## config.mk

```make
export PLATFORM = sky130hd
export DESIGN_NAME = reimu_bullet
export DESIGN_NICKNAME = d
export VERILOG_FILES = /design/src/rtl/reimu_bullet.sv
export SDC_FILE = /design/constraint.sdc
export NUM_CORES = 1
export LEC_CHECK = 0
export ABC_AREA = 1
export CAP_MARGIN = 20
export CORE_MARGIN = 2
export CORE_UTILIZATION = 43
export CTS_CLUSTER_DIAMETER = 50
export CTS_CLUSTER_SIZE = 12
export DETAILED_ROUTE_END_ITERATION = 10
export SLEW_MARGIN = 20
export SYNTH_ARGS = -nofsm -noshare
export SYNTH_HDL_FRONTEND = slang
export SYNTH_SLANG_ARGS = --single-unit
```

## constraint.sdc

```tcl
create_clock -name clk22 -period 3.75 [get_ports clk22]
set_clock_uncertainty 0.1 [all_clocks]
set_input_delay 0.75 -clock clk22 [delete_from_list [all_inputs] [get_ports clk22]]
set_output_delay 0.75 -clock clk22 [all_outputs]
set_load 0.1 [all_outputs]
```

## src/rtl/reimu_bullet.sv

```systemverilog
// reimu_bullet: player shot pool - spawns upward bullets, advances them per tick,
// despawns at the playfield top and hit-tests four enemies. Build macro: DUAL_SHOT_EN.
module reimu_bullet #(
  parameter int NUM_BULLETS = 4,
  parameter int SPEED       = 12,
  parameter int COOLDOWN    = 3,
  parameter int HIT_R       = 12,
  parameter int Y_TOP       = 8
) (
  input  logic                      clk22,
  input  logic                      rst_n,
  input  logic                      clear,
  input  logic                      fire,
  input  logic [9:0]                reimux,
  input  logic [9:0]                reimuy,
  input  logic [9:0]                enmx1,
  input  logic [9:0]                enmx2,
  input  logic [9:0]                enmx3,
  input  logic [9:0]                enmx4,
  input  logic [9:0]                enmy1,
  input  logic [9:0]                enmy2,
  input  logic [9:0]                enmy3,
  input  logic [9:0]                enmy4,
  input  logic [6:0]                enmhp1,
  input  logic [6:0]                enmhp2,
  input  logic [6:0]                enmhp3,
  input  logic [6:0]                enmhp4,
  output logic [NUM_BULLETS*10-1:0] bullet_x,
  output logic [NUM_BULLETS*10-1:0] bullet_y,
  output logic [NUM_BULLETS-1:0]    bullet_vld,
  output logic [3:0]                hit
);
  localparam int          IW        = (NUM_BULLETS > 1) ? $clog2(NUM_BULLETS) : 1;
  localparam int          CW        = (COOLDOWN > 0) ? $clog2(COOLDOWN + 1) : 1;
  localparam logic [10:0] TOP_LIM   = 11'(Y_TOP + SPEED);
  localparam logic [10:0] SPAWN_MIN = 11'(Y_TOP + 12);
  localparam logic [10:0] HR        = 11'(HIT_R);
  localparam logic [9:0]  SPD       = 10'(SPEED);
  localparam logic [9:0]  SPAWN_DY  = 10'd12;

  logic [9:0]             bx_q [NUM_BULLETS];
  logic [9:0]             by_q [NUM_BULLETS];
  logic [9:0]             bx_d [NUM_BULLETS];
  logic [9:0]             by_d [NUM_BULLETS];
  logic [NUM_BULLETS-1:0] vld_q, vld_d;
  logic [3:0]             hit_q, hit_d;
  logic [CW-1:0]          cd_q, cd_d;

  logic [9:0] ex [4];
  logic [9:0] ey [4];
  logic [6:0] ehp [4];

  assign ex[0] = enmx1;  assign ex[1] = enmx2;  assign ex[2] = enmx3;  assign ex[3] = enmx4;
  assign ey[0] = enmy1;  assign ey[1] = enmy2;  assign ey[2] = enmy3;  assign ey[3] = enmy4;
  assign ehp[0] = enmhp1; assign ehp[1] = enmhp2; assign ehp[2] = enmhp3; assign ehp[3] = enmhp4;

  logic          slot_hit;
  logic          accept;
  logic [IW-1:0] free0;
  logic          free0_ok;
`ifdef DUAL_SHOT_EN
  logic [IW-1:0] free1;
  logic          free1_ok;
`endif

  always_comb begin
    hit_d    = '0;
    vld_d    = vld_q;
    cd_d     = (cd_q != '0) ? cd_q - CW'(1) : '0;
    slot_hit = 1'b0;
    accept   = 1'b0;
    free0    = '0;
    free0_ok = 1'b0;
`ifdef DUAL_SHOT_EN
    free1    = '0;
    free1_ok = 1'b0;
`endif
    for (int i = 0; i < NUM_BULLETS; i++) begin
      bx_d[i] = bx_q[i];
      by_d[i] = by_q[i];
    end

    // Slot update: hit beats top-despawn beats move; lowest enemy index wins.
    for (int i = 0; i < NUM_BULLETS; i++) begin
      slot_hit = 1'b0;
      for (int k = 0; k < 4; k++) begin
        if (!slot_hit && vld_q[i] && (ehp[k] != '0) &&
            ({1'b0, bx_q[i]} + HR > {1'b0, ex[k]}) && ({1'b0, bx_q[i]} < {1'b0, ex[k]} + HR) &&
            ({1'b0, by_q[i]} + HR > {1'b0, ey[k]}) && ({1'b0, by_q[i]} < {1'b0, ey[k]} + HR)) begin
          slot_hit = 1'b1;
          hit_d[k] = 1'b1;
        end
      end
      if (slot_hit || (vld_q[i] && ({1'b0, by_q[i]} < TOP_LIM))) begin
        vld_d[i] = 1'b0;
        bx_d[i]  = '0;
        by_d[i]  = '0;
      end else if (vld_q[i]) begin
        by_d[i] = by_q[i] - SPD;
      end
    end

    // Free slots come from the registered state, so a slot retired this tick waits a tick.
    for (int i = 0; i < NUM_BULLETS; i++) begin
      if (!vld_q[i]) begin
        if (!free0_ok) begin
          free0    = IW'(i);
          free0_ok = 1'b1;
        end
`ifdef DUAL_SHOT_EN
        else if (!free1_ok) begin
          free1    = IW'(i);
          free1_ok = 1'b1;
        end
`endif
      end
    end

`ifdef DUAL_SHOT_EN
    accept = fire && (cd_q == '0) && free0_ok && free1_ok &&
             ({1'b0, reimuy} >= SPAWN_MIN) && (reimux >= 10'd6);
    if (accept) begin
      vld_d[free0] = 1'b1;
      bx_d[free0]  = reimux - 10'd6;
      by_d[free0]  = reimuy - SPAWN_DY;
      vld_d[free1] = 1'b1;
      bx_d[free1]  = reimux + 10'd6;
      by_d[free1]  = reimuy - SPAWN_DY;
      cd_d         = CW'(COOLDOWN);
    end
`else
    accept = fire && (cd_q == '0) && free0_ok && ({1'b0, reimuy} >= SPAWN_MIN);
    if (accept) begin
      vld_d[free0] = 1'b1;
      bx_d[free0]  = reimux;
      by_d[free0]  = reimuy - SPAWN_DY;
      cd_d         = CW'(COOLDOWN);
    end
`endif

    if (clear) begin
      hit_d = '0;
      vld_d = '0;
      cd_d  = '0;
      for (int i = 0; i < NUM_BULLETS; i++) begin
        bx_d[i] = '0;
        by_d[i] = '0;
      end
    end
  end

  always_ff @(posedge clk22 or negedge rst_n) begin
    if (!rst_n) begin
      vld_q <= '0;
      hit_q <= '0;
      cd_q  <= '0;
      for (int i = 0; i < NUM_BULLETS; i++) begin
        bx_q[i] <= '0;
        by_q[i] <= '0;
      end
    end else begin
      vld_q <= vld_d;
      hit_q <= hit_d;
      cd_q  <= cd_d;
      for (int i = 0; i < NUM_BULLETS; i++) begin
        bx_q[i] <= bx_d[i];
        by_q[i] <= by_d[i];
      end
    end
  end

  for (genvar g = 0; g < NUM_BULLETS; g++) begin : g_pack
    assign bullet_x[g*10 +: 10] = bx_q[g];
    assign bullet_y[g*10 +: 10] = by_q[g];
  end
  assign bullet_vld = vld_q;
  assign hit        = hit_q;

endmodule

```

==> results of run 1 <==
## repair_timing
action	CTS	global route
setup endpoints to repair	86	87
hold endpoints to repair	0	0
gates resized for setup	27	194
cloned	2	3
pin swaps	5	41
setup buffers	5	18
## worst paths after layout
| path | end | slack [ns] |
|---|---|---|
| max | bullet_y[12]$_DFF_PN0_ | 0.05 |
| min | bullet_x[30]$_DFF_PN0_ | 0.45 |
| max reg2reg | bullet_y[12]$_DFF_PN0_ | 0.05 |
| min reg2reg | cd_q[1]$_DFF_PN0_ | 0.46 |
| max in group asynchronous | bullet_x[8]$_DFF_PN0_ | 2.36 |
| min in group clk22 | cd_q[1]$_DFF_PN0_ | 0.46 |
## synth_stat cells, types with 8 or more instances
| cell type | count | area (um2) |
|---|---|---|
| nand3_2 | 34 | 340.3 |
| nor2_1 | 361 | 1355 |
| a21o_1 | 40 | 300.3 |
| nand2_2 | 10 | 62.56 |
| ha_1 | 599 | 7495 |
| xor2_1 | 102 | 893.4 |
| clkbuf_1 | 25 | 93.84 |
| buf_6 | 8 | 90.09 |
| o21ai_0 | 125 | 625.6 |
| xnor2_1 | 23 | 201.4 |
| o211ai_1 | 11 | 82.58 |
| nand3_1 | 167 | 835.8 |
| a21oi_1 | 249 | 1246 |
| a21oi_2 | 24 | 210.2 |
| buf_2 | 18 | 90.09 |
| nand4_1 | 94 | 588.1 |
| nor3_1 | 51 | 255.2 |
| inv_1 | 341 | 1280 |
| o21a_1 | 21 | 157.7 |
| dfrtp_1 | 90 | 2252 |
| nor2_2 | 11 | 68.82 |
| nand3b_1 | 104 | 780.8 |
| nand2_1 | 613 | 2301 |
## power breakdown
group | leakage, nW | internal [mW] | switching (mW)
clock network | 0.150 | 0.531 | 0.458
logic | 14.4 | 1.61 | 2.79
registers | 1.22 | 1.03 | 0.0946
## worst register-to-register path, delay by kind of cell (launching register included)
family,cells,cell delay [ns]
adder cells (fa/ha/maj),2,0.69
buffers and inverters,3,0.50
AND/OR/NAND/NOR,12,1.44
flip-flops,1,0.50
XOR/XNOR,1,0.14
AO/OA/AOI/OAI,2,0.20
## state kept, by name (all words and copies together) (netlist names)
signal and count:
bullet_x 40, bullet_y 40, hit 4, bullet_vld 4
cd_q 2
## cells by family after synthesis
family,Yosys count,synth area share (%)
flops,90,10.25
compound gates,481,12.29
buf+inv,400,7.309
xor+xnor,125,4.985
simple gates,1472,31.04
fa+ha+maj,599,34.12
## metal layers
layer	track usage [%]	part of all wire, %
met1	54.48	43
met3	7.986	11
met5	0	0.030
met4	19.68	6.1
met2	57.70	40
## area by class of cell
cell class	instances	share of cell area, %
antenna	1	0.008556
clock buffer	9	0.7701
clock inverter	7	0.2824
inverter	341	4.376
multi-input combinational	2679	65.27
sequential	90	7.735
tap	672	2.875
timing repair buffer	653	18.68
## metrics by stage
step	area (um2)	setup WS [ns]
after global placement	27650	-0.6349
after CTS	28150	0.003842
after floorplan	21970	0.003513
after global routing	29240	-0.01319
after detailed placement	27650	-0.6951
final	29250	0.05377
==> impl_metrics.toml, run 1 <==
[logic_synthesis]
syn_nets = 3898
synthArstFlopShare_pct = 100.0
yosys_warnings = 0
ys.flop_type = "dfrtp_1"
synth-seq-cells = 90
synth_cell_type_count = 44
postSynthAreaPerCell_um2 = 6.935
seq_area_frac_synth_pct = 10.25
syn_inst = 3167
synth-edff-count = 0
syn_area_um2 = 21960

[power_and_ir_drop]
finalPower_mw = 6.514
ir_drop_mv = 0.2807
p_leak_nw = 15.76
pwr_density_cell_nw_per_um2 = 222.7

[routing]
routed-via-count = 25870
routed_wl_um = 108500
drtIter0Drc = 2781
drt-pass1-iter-count = 6
ant_nets = 0
wl_per_cell_um = 24.36
drc = 0
viasPerCell = 5.810

[setup_path]
cp_num_buf_inv = 3
path_cells = "inv_1, ha_1, nor2_2, xnor2_1, inv_1, ha_1, nand2_1, a21oi_1, nor2_1, nor2_1, nor2_1, nand2_1, nand2_1, nor2_1, nand2_1, nand2_2, nor2_2, buf_12, nand3b_1, a21oi_1"
worstPathRequired_ns = 3.89
critPathLaunch = "bullet_x[12]$_DFF_PN0_"
cp.depth = 20
setup.worst_path.end_class = "flop"
cp_slowest_cell = "dfrtp_2"
r2r_cells = 20
cp_slowest_stage_delay_ns = 0.50
start_kind = "flop"
critPathMaxFanout = 21
critPathKind = "reg2reg"
r2r_start = "bullet_x[12]$_DFF_PN0_"
critPathArrivalTime_ns = 3.84
critical_path.top_delay_family = "simple AND/OR/NAND/NOR gates"

[grt]
grt_pass1_wl_um = 154400
grt_overflow_total = 0
antenna_found_initial = 2
grt_util_all_layers_pct = 39.37
first_global_vias = 24330
grt_max_degree = 71

[floorplan]
io_pins = 220
chipWidth_um = 230.0
die-area_um2 = 52900
start_util_pct = 43.69
dieHeight_um = 230.0
rows = 82
core_um2 = 50270

[timing]
fmax_ghz = 0.2705
holdWs_ns = 0.4460
worstMarginPinSlew_ns = 1.010
tns_ns = 0
slew-limit-headroom_pct = 32.66
hold_violations = 0
fin_crit_sh_pct = 98.57
setup_viol = 0
fin_crit_ns = 3.696
drv_slew = 0

[clock_network]
htree_levels = 3
cts_made_buffers = 9
postCtsHoldBufs = 0
path_clk_slew_ns = 0.08
clockBufferDepth = 2
cts_tree = "done"
cts.sinks = 90
cts_root_buf = "clkbuf_16"
clk_latency_ns = 0.36

[status]
outcome = "complete, no violations"

[placed_design]
gp_congestion = 1.006
hpwl_um = 87250
port_buffers = 219
place_inst = 4409

[final_layout]
seq_area_um2 = 2262
nFillCells = 4714
layout-drive-gt1-share_pct = 21.06
final_util_pct = 58.18
synthToLayoutAreaGrowth_pct = 33.16
nets = 4505
mostFrequentLayoutCell = "nand2_1"
stdcell_count = 4452
multi_input_area_um2 = 19090
layout_common_cells = "nand2_1, ha_1, buf_4"

[min_path]
hold_class = "in2async"

[job]
cap_viol_max_count = 0
Note: power is estimated with default switching activity, not from simulation.
==> inputs of run 2 (changes only) <==
--- a/config.mk
+++ b/config.mk
@@ -12,6 +12,7 @@
 export CTS_CLUSTER_DIAMETER = 50
 export CTS_CLUSTER_SIZE = 12
 export DETAILED_ROUTE_END_ITERATION = 10
+export GPL_TIMING_DRIVEN = 0
 export SLEW_MARGIN = 20
 export SYNTH_ARGS = -nofsm -noshare
 export SYNTH_HDL_FRONTEND = slang
==> run 2 against run 1 <==
  * The flow now finishes with violations (setup timing)
  * Flip-flop and latch count is the same
  * Sequential share of layout area is 0.54 points higher
  * Register-to-register slack worse by 0.07 ns
  * Die area stayed put
  * Clock-buffer cell count grew 1
  * Non-clock buffer count fell by 281
  * Largest cell class unchanged
  * Highest routed layer unchanged
==> impl_metrics.toml, run 2 (synthesized netlist as in run 1, its figures left out) <==
[timing]
fin_crit_ns = 3.763
setup_viol = 3
grt_setup_unrepaired = "true"
fmax_ghz = 0.2657
drv_slew = 0
fin_crit_sh_pct = 100.4
hold_violations = 0
slew-limit-headroom_pct = 30.95
tns_ns = -0.03132
postLayoutSetupSlackWorst_ns = -0.01323
worstMarginPinSlew_ns = 1.036
holdWs_ns = 0.1081

[placed_design]
gp_congestion = 0.9985
place_inst = 4058
dp_slack_ns = -1.268
hpwl_um = 79190
port_buffers = 218
dpl-instance-area_um2 = 25030

[clock_network]
clk_latency_ns = 0.37
path_clk_slew_ns = 0.08
cts_root_buf = "clkbuf_16"
clockBufferDepth = 2
cts.sinks = 90
cts_made_buffers = 9
cts_tree = "done"
htree_levels = 3

[floorplan]
io_pins = 220
die-area_um2 = 52900
rows = 82
start_util_pct = 43.69
core_um2 = 50270
chipWidth_um = 230.0
dieHeight_um = 230.0

[setup_path]
r2r_start = "bullet_y[22]$_DFF_PN0_"
worstPathRequired_ns = 3.93
critPathArrivalTime_ns = 3.94
cp_slowest_cell = "dfrtp_4"
critPathLaunch = "bullet_y[22]$_DFF_PN0_"
cp_slowest_stage_delay_ns = 0.51
setup.worst_path.end_class = "flop"
critPathMaxFanout = 10
path_cells = "clkinvlp_4, a21oi_2, nand3_1, nor3_2, xor2_2, ha_1, inv_1, o21ai_0, nor2_1, nand2_1, nand3_2, nor2_1, nand2_1, nand2_2, nor2_4, buf_6, nand3_1, a21oi_1"
critPathKind = "reg2reg"
start_kind = "flop"

[power_and_ir_drop]
p_leak_nw = 14.13
pwr_density_cell_nw_per_um2 = 219.7
finalPower_mw = 6.162
ir_drop_mv = 0.3156

[final_layout]
mostFrequentLayoutCell = "nand2_1"
layout_common_cells = "nand2_1, ha_1, nor2_1"
layout-drive-gt1-share_pct = 15.25
stdcell_count = 4168
synthToLayoutAreaGrowth_pct = 27.71
final_util_pct = 55.79
nets = 4222
postLayoutCellArea_um2 = 28050
diodes = 0

[grt]
grt_overflow_total = 0
grt_util_all_layers_pct = 38.01
grt_max_degree = 76
first_global_vias = 23420
grt_pass1_wl_um = 148900
antenna_found_initial = 3

[routing]
drtIter0Drc = 2765
routed_wl_um = 104600
wl_per_cell_um = 25.09
routed-via-count = 24940
drc = 0
ant_nets = 0
drt-pass1-iter-count = 6
viasPerCell = 5.983

[job]
cap_viol_max_count = 0

[status]
outcome = "finished with violations"
violations = "setup timing"

[min_path]
hold_class = "in2async"
[run 2: cell types whose count changed in the layout (fill, tap and decap cells not counted), sizes merged, moves of 3 or more]
| cell | previous run | this run |
|---|---|---|
| clkdlybuf4s15 | 0 | 4 |
| clkdlybuf4s50 | 126 | 193 |
| inv | 345 | 334 |
| dlygate4sd2 | 1 | 4 |
| clkinvlp | 1 | 10 |
| clkbuf | 11 | 40 |
| buf | 514 | 129 |
[run 2: worst paths after layout]
path                                          end  slack (ns)  cells after the start
min in group clk22              cd_q[1]$_DFF_PN0_        0.45                      2
max in group asynchronous  bullet_y[32]$_DFF_PN0_        2.76                      2
min                        bullet_x[33]$_DFF_PN0_        0.11                      1
max                        bullet_x[29]$_DFF_PN0_       -0.01                     18
max reg2reg                bullet_x[29]$_DFF_PN0_       -0.01                     18
min reg2reg                     cd_q[1]$_DFF_PN0_        0.45                      2
[run 2: area by class of cell]
class / instances / area, um2
clock buffers: 10 / 239.0
flip-flops and latches: 90 / 2321
multi-input cells: 2677 / 19800
fillers: 4805 / 22220
clock inverters: 6 / 55.05
repair buffers: 313 / 3085
inverters: 341 / 1335
plain buffers: 59 / 374.1
well taps: 672 / 840.8
[run 2: what timing repair did]
item	in CTS	in global routing
pin swaps	13	61
gates cloned	1	4
resized for setup	216	223
hold buffers	0	0
endpoints found under the setup margin	88	87
buffers inserted	44	45
[run 2: per-layer routing]
metal	wire length, um	GRT usage (%)	share of wire (%)
met4	6494	17.90	6.2
met5	38	0	0.036
met2	43250	57.89	41
met3	11680	8.544	11
met1	43130	50.75	41
[run 2: worst max-delay path, delay by kind of cell, from the launching register on]
kind	cells	cell delay, ns
adder cells (fa/ha/maj)	1	0.31
buffers and inverters	3	0.44
flip-flops	1	0.51
AO/OA/AOI/OAI	3	0.50
AND/OR/NAND/NOR	10	1.43
XOR/XNOR	1	0.36
[run 2: where the power goes]
group	switching (mW)	total [mW]	internal, mW	leakage (nW)
Sequential	0.291	1.32	1.03	1.17
Clock	0.456	0.939	0.483	0.146
Combinational	2.53	3.90	1.37	12.8
